File: src/rtl/hp_alarm_logger.sv
// Alarm event logger: synchronizes two asynchronous alarm lines, timestamps their
// rising edges into a FIFO and exposes it through a 16-byte Wishbone register window.
module hp_alarm_logger #(
    parameter logic [31:0] BASE_ADDRESS = 32'h3000_0100,
    parameter int          DEPTH        = 16,
    parameter int          TS_WIDTH     = 24
) (
    input  logic        clk,
    input  logic        reset,
    input  logic        i_wb_cyc,
    input  logic        i_wb_stb,
    input  logic        i_wb_we,
    input  logic [31:0] i_wb_addr,
    input  logic [31:0] i_wb_data,
    output logic        o_wb_ack,
    output logic        o_wb_stall,
    output logic [31:0] o_wb_data,
    input  logic        alarm_p,
    input  logic        alarm_n,
    output logic        irq
);
    localparam int            AW       = $clog2(DEPTH);
    localparam int            CW       = AW + 1;
    localparam int            EW       = TS_WIDTH + 2;
    localparam logic [CW-1:0] FULL_CNT = CW'(DEPTH);

    localparam logic [1:0] REG_STATUS = 2'd0;
    localparam logic [1:0] REG_DATA   = 2'd1;
    localparam logic [1:0] REG_CTRL   = 2'd2;
    localparam logic [1:0] REG_TIME   = 2'd3;

    logic                p_meta_q, p_sync_q, p_prev_q;
    logic                n_meta_q, n_sync_q, n_prev_q;
    logic                p_ev, n_ev, ev_any;
    logic [TS_WIDTH-1:0] ts_q;

    logic [EW-1:0]       mem_q [DEPTH];
    logic [AW-1:0]       wr_ptr_q, wr_ptr_d, rd_ptr_q, rd_ptr_d;
    logic [CW-1:0]       cnt_q, cnt_d;
    logic [7:0]          ovf_q, ovf_d;
    logic                en_q, en_d;
    logic                ack_q, irq_q;
    logic [31:0]         rdata_q, rd_val;

    logic                empty, full, push, pop, ovf_inc;
    logic                in_win, req, rd_req, wr_ctrl, flush, ovf_clr;
    logic [1:0]          reg_sel;
    logic [EW-1:0]       head;
    logic                unused_bits;

    // Two-flop synchronizer per line; the third flop only remembers the last synced level.
    always_ff @(posedge clk) begin
        if (reset) begin
            {p_meta_q, p_sync_q, p_prev_q} <= '0;
            {n_meta_q, n_sync_q, n_prev_q} <= '0;
        end else begin
            p_meta_q <= alarm_p;
            p_sync_q <= p_meta_q;
            p_prev_q <= p_sync_q;
            n_meta_q <= alarm_n;
            n_sync_q <= n_meta_q;
            n_prev_q <= n_sync_q;
        end
    end

    assign p_ev   = p_sync_q & ~p_prev_q;
    assign n_ev   = n_sync_q & ~n_prev_q;
    assign ev_any = en_q & (p_ev | n_ev);

    assign in_win  = (i_wb_addr[31:4] == BASE_ADDRESS[31:4]);
    assign req     = i_wb_cyc & i_wb_stb & in_win;
    assign reg_sel = i_wb_addr[3:2];
    assign rd_req  = req & ~i_wb_we;
    assign wr_ctrl = req & i_wb_we & (reg_sel == REG_CTRL);
    assign flush   = wr_ctrl & i_wb_data[1];
    assign ovf_clr = wr_ctrl & i_wb_data[2];

    assign empty   = (cnt_q == '0);
    assign full    = (cnt_q == FULL_CNT);
    assign pop     = rd_req & (reg_sel == REG_DATA) & ~empty;
    // A pop in the same cycle frees the slot, so a full FIFO can still accept the event.
    assign push    = ev_any & ~flush & (~full | pop);
    assign ovf_inc = ev_any & ~flush & full & ~pop;

    assign head = mem_q[rd_ptr_q];

    always_comb begin
        rd_val = '0;
        case (reg_sel)
            REG_STATUS: rd_val = {8'd0, ovf_q, 3'd0, 9'(cnt_q), 2'd0, full, empty};
            REG_DATA:   rd_val = empty ? 32'd0 : {head[EW-1:EW-2], 30'(head[TS_WIDTH-1:0])};
            REG_CTRL:   rd_val = {31'd0, en_q};
            REG_TIME:   rd_val = 32'(ts_q);
            default:    rd_val = '0;
        endcase
    end

    always_comb begin
        wr_ptr_d = wr_ptr_q;
        rd_ptr_d = rd_ptr_q;
        cnt_d    = cnt_q;
        ovf_d    = ovf_q;
        en_d     = en_q;
        if (flush) begin
            wr_ptr_d = '0;
            rd_ptr_d = '0;
            cnt_d    = '0;
        end else begin
            if (push) wr_ptr_d = wr_ptr_q + AW'(1);
            if (pop)  rd_ptr_d = rd_ptr_q + AW'(1);
            if (push & ~pop)      cnt_d = cnt_q + CW'(1);
            else if (pop & ~push) cnt_d = cnt_q - CW'(1);
        end
        if (ovf_clr)                          ovf_d = '0;
        else if (ovf_inc && ovf_q != 8'hFF)   ovf_d = ovf_q + 8'd1;
        if (wr_ctrl) en_d = i_wb_data[0];
    end

    always_ff @(posedge clk) begin
        if (reset) begin
            ts_q     <= '0;
            wr_ptr_q <= '0;
            rd_ptr_q <= '0;
            cnt_q    <= '0;
            ovf_q    <= '0;
            en_q     <= 1'b0;
            ack_q    <= 1'b0;
            rdata_q  <= '0;
            irq_q    <= 1'b0;
        end else begin
            ts_q     <= ts_q + TS_WIDTH'(1);
            wr_ptr_q <= wr_ptr_d;
            rd_ptr_q <= rd_ptr_d;
            cnt_q    <= cnt_d;
            ovf_q    <= ovf_d;
            en_q     <= en_d;
            ack_q    <= req;
            rdata_q  <= rd_req ? rd_val : 32'd0;
            irq_q    <= en_q & ~empty;
        end
    end

    // Storage is left unreset; occupancy is tracked entirely by the pointers and count.
    always_ff @(posedge clk) begin
        if (push) mem_q[wr_ptr_q] <= {n_ev, p_ev, ts_q};
    end

    assign o_wb_ack   = ack_q;
    assign o_wb_stall = 1'b0;
    assign o_wb_data  = rdata_q;
    assign irq        = irq_q;

    assign unused_bits = ^{i_wb_data[31:3], i_wb_addr[1:0]};
endmodule

File: config.mk
export PLATFORM = sky130hd
export DESIGN_NAME = hp_alarm_logger
export DESIGN_NICKNAME = d
export VERILOG_FILES = /design/src/rtl/hp_alarm_logger.sv
export SDC_FILE = /design/constraint.sdc
export NUM_CORES = 1
export LEC_CHECK = 0
export CAP_MARGIN = 10
export CELL_PAD_IN_SITES_DETAIL_PLACEMENT = 1
export CELL_PAD_IN_SITES_GLOBAL_PLACEMENT = 2
export CORE_MARGIN = 4
export CORE_UTILIZATION = 50
export DETAILED_ROUTE_END_ITERATION = 10
export GPL_ROUTABILITY_DRIVEN = 0
export HOLD_SLACK_MARGIN = 0.08
export PLACE_DENSITY = 0.89
export SYNTH_ARGS = -nofsm -noshare
export SYNTH_HDL_FRONTEND = slang
export SYNTH_SLANG_ARGS = --single-unit
File: constraint.sdc
create_clock -name clk -period 7.3 [get_ports clk]
set_clock_uncertainty 0.2 [all_clocks]
set_input_delay 1.46 -clock clk [delete_from_list [all_inputs] [get_ports clk]]
set_output_delay 1.46 -clock clk [all_outputs]
set_load 0.005 [all_outputs]
==> flow_metrics.py <==
metrics = {
    "floorplan": {
        "number_of_top_level_pins": 106,
        "placement_rows": 71,
        "fp.dieH_um": 205,
        "die-width_um": 205,
        "start_util_pct": 51.1,
        "fp.dieArea_sq_um": 42100,
        "core_area_sq_um": 38000,
    },
    "cts": {
        "cts.sink_count": 500,
        "cts.repair_timing.setup_buffer_count": 0,
        "clock_tree_from_tritoncts": "done",
        "cts_clk_pin_slew_worst_paths_ps": 60,
        "worst_skew_pair.late_latency_ps": 560,
        "cts_root_buf": "clkbuf_16",
        "cts-root-to-sink-buffers": 3,
        "cts_inserted_buffers": 47,
        "hold_buffers": 0,
        "post_cts_sizing_count": 0,
        "htree_num_levels": 2,
    },
    "detailed_routing": {
        "avgViaCountPerCell": 6.06,
        "drt-initial-drc-count": 987,
        "wl_mm": 46.1,
        "route.detailed.drc": 0,
        "vias": 9840,
        "drt-wirelength-per-cell_um": 28.4,
        "final_antenna_violating_net_count": 0,
        "drt_first_pass_iters": 7,
    },
    "synthesis": {
        "synth_top_area_cell": "edfxtp_1",
        "synth-edff-count": 416,
        "synth.most_common_cell": "edfxtp_1",
        "post_synth_inst_count": 992,
        "synth.ff_latch_count": 500,
        "synth_sequential_area_ratio_pct": 73.0,
        "post_synth_top_area_share_pct": 64.3,
        "ys_async_sr_fraction_pct": 0,
        "dominantRegCellSynth": "edfxtp_1",
        "synth.top_cells.by_count": "edfxtp_1 (416), mux4_2 (128), dfxtp_1 (84), nor2_1 (46), nor2b_1 (28)",
        "ys_types": 59,
        "synthTopCellsByArea": "edfxtp_1 (64%), mux4_2 (15%), dfxtp_1 (8.7%)",
        "post_synthesis_average_cell_area_sq_um": 19.6,
        "ys.warnings.count": 0,
        "mapped_area_sq_um": 19400,
    },
    "min_path": {
        "min_delay_path_depth": 1,
        "hp-class": "flop to flop",
        "min_delay_worst_endpoint": "n_sync_q",
        "hold_path_startpoint": "n_meta_q",
    },
    "timing": {
        "setup_repair_after_global_routing_missed_its_margin": "false",
        "timing.fmax_mhz": 198,
        "worst_slew_margin_rel_pct": 23.9,
        "finalWorstPathRequiredPeriod_ps": 5050,
        "hold_violations": 0,
        "drv_slew": 0,
        "setup-tns-final_ps": 0,
        "period_share_pct": 69.1,
        "tightestPinTransition_ps": 1140,
        "finalSetupViolations": 0,
    },
    "status": {
        "run_status": "finished clean",
    },
    "power": {
        "p_switching_mw": 1.05,
        "share_comb_of_total_power_pct": 0.8,
        "switching_share_pct": 18.9,
        "intPower_mw": 4.52,
        "leakage_nw": 7.14,
        "maximum_vdd_drop_uv": 160,
        "power_per_cell_area_nw_per_um2": 252,
        "p_clk_share_pct": 44.2,
        "seqPwrFrac_pct": 55.0,
    },
    "worst_setup_path": {
        "worst_setup_path_end_kind": "flop",
        "critical_path_s_most_frequent_cell": "a21oi_1",
        "category_of_cells_accounting_for_the_largest_share_of_critical_path_delay": "buffers and inverters",
        "worst_r2r_endpoint": "cnt_q[4]",
        "critical-path-slowest-cell": "clkdlybuf4s50_1",
        "regToRegStartpoint": "p_sync_q",
        "class_of_the_most_critical_setup_path": "input port to flop",
        "cp_data_required_time_ps": 7580,
        "critical_path_arrival_ps": 5330,
        "timing.critical_path.from_type": "input port",
        "cpPeakStageDelay_ps": 670,
        "ff2ff_path_depth": 12,
        "timing.reg2reg.setup_slack_ps": 3060,
        "crit_path_cell_trace": "clkdlybuf4s50_1 > nor2_1 > o211ai_2 > nor3_4 > inv_4 > a211o_1 > inv_2 > ha_1 > inv_1 > fa_1 > a21o_1 > a21oi_1 > xnor2_1 > or3_1 > a21oi_1",
        "cp_num_buf_inv": 4,
        "cp_max_fo": 19,
    },
    "global_routing": {
        "grt_first_pass_wirelength_mm": 69.5,
        "grt_util_all_layers_pct": 22.5,
        "first_global_vias": 10700,
        "antenna_violations_before_repair": 0,
        "pin_count_of_the_biggest_net_entering_global_routing": 54,
        "grt_overflow": 0,
    },
    "cells_and_area": {
        "final_core_utilization_pct": 58.3,
        "final_layout_size_suffix_gt1_share_pct": 22.0,
        "insertedDiodeCount": 0,
        "finalNetCount": 1160,
        "area_growth_pct": 14.0,
        "num-fill-cells": 3332,
        "multi_input_combinational_cell_area_sq_um": 4880,
        "ff_latch_area_sq_um": 14200,
    },
    "placement": {
        "detailedPlacementHpwl_mm": 24.9,
        "portBuffers": 67,
    },
    "job": {
        "max_cap_viols": 0,
    },
}
how the worst max path moves through the flow:
| stage | start | slack [ps] | depth (start not counted) | to |
|---|---|---|---|---|
| global route | i_wb_addr[3] | 2030 | 15 | cnt_q[4] |
| detailed placement | i_wb_addr[3] | 1770 | 15 | cnt_q[4] |
| global placement | i_wb_addr[5] | 1810 | 15 | cnt_q[4] |
| finish | i_wb_addr[3] | 2250 | 15 | cnt_q[4] |
| floorplan | i_wb_addr[18] | 2640 | 15 | cnt_q[4] |
| CTS | i_wb_addr[3] | 2310 | 15 | cnt_q[4] |
final cells by class:
cell class	instances	area share [%]
Timing Repair Buffer	83	3.55
Tap cell	511	2.89
Multi-Input combinational cell	421	22.0
Inverter	24	0.418
Clock buffer	70	6.35
Sequential cell	500	64.0
Clock inverter	16	0.729
placed cells by master (no fill, tap or decap), drive strengths merged, types with 12 or more instances in the layout:
cell type,count
inv,25
nand2,15
xor2,20
edfxtp,416
a21oi,16
nor2,47
mux4,128
and3,24
clkbuf,70
nand3,18
buf,17
clkdlybuf4s50,66
a221o,12
clkinv,12
dfxtp,84
nor2b,28
power by group through the flow:
| stage | clock network (mW) | registers [mW] | logic, mW |
|---|---|---|---|
| after floorplan | 0 | 3.12 | 0.0183 |
| after global placement | 0 | 3.13 | 0.0407 |
| after global routing | 2.65 | 3.06 | 0.0461 |
| after detailed placement | 0 | 3.13 | 0.0421 |
| final | 2.47 | 3.06 | 0.0429 |
| after CTS | 2.50 | 3.06 | 0.0430 |
logic make-up after synthesis:
logic type               count (synthesis)  synth area share (%)
flip-flops                             500                  73.0
AND/OR/NAND/NOR                        172                  5.15
multiplexers                           134                  15.1
buffers and inverters                   77                  2.07
AO/OA/AOI/OAI                           66                  2.50
XOR/XNOR                                30                  1.35
adder cells (fa/ha/maj)                 12                 0.811
other                                    1                0.0193
flip-flops by register name, indices dropped and copies added (netlist names), named ones only:
register	cells
cnt_q	5
en_q	1
irq	1
mem_q	416
n_meta_q	1
n_prev_q	1
n_sync_q	1
o_wb_ack	1
o_wb_data	26
ovf_q	8
p_meta_q	1
p_prev_q	1
p_sync_q	1
rd_ptr_q	4
ts_q	24
wr_ptr_q	4
metal layers:
| metal | vias up | track usage, % | wire (um) |
|---|---|---|---|
| met4 | 0 | 5.93 | 1100 |
| li1 | 4150 | - | - |
| met3 | 84 | 4.32 | 3560 |
| met1 | 5179 | 30.8 | 18000 |
| met5 | - | 0 | 0 |
| met2 | 427 | 37.6 | 23400 |
per-stage QoR:
stage	cell area, sq um	instances	hold slack, ps	setup slack (ps)	power [mW]
3_5_place_dp	20600	1539	242	1770	3.17
6_report	22200	1625	251	2250	5.57
5_1_grt	22200	1625	276	2030	5.75
3_3_place_gp	20600	1539	235	1810	3.17
4_1_cts	22200	1625	258	2310	5.61
2_1_floorplan	19400	998	214	2640	3.14
worst register-to-register path: stages (launching register included):
cell	delay (ps)
dfxtp_1	320
nor2b_1	890
o21ai_0	410
a211o_1	430
inv_2	250
ha_1	240
inv_1	120
fa_1	420
a21o_1	170
a21oi_1	190
xnor2_1	90
or3_1	300
a21oi_1	140
Power figures use the tool's default switching activity.
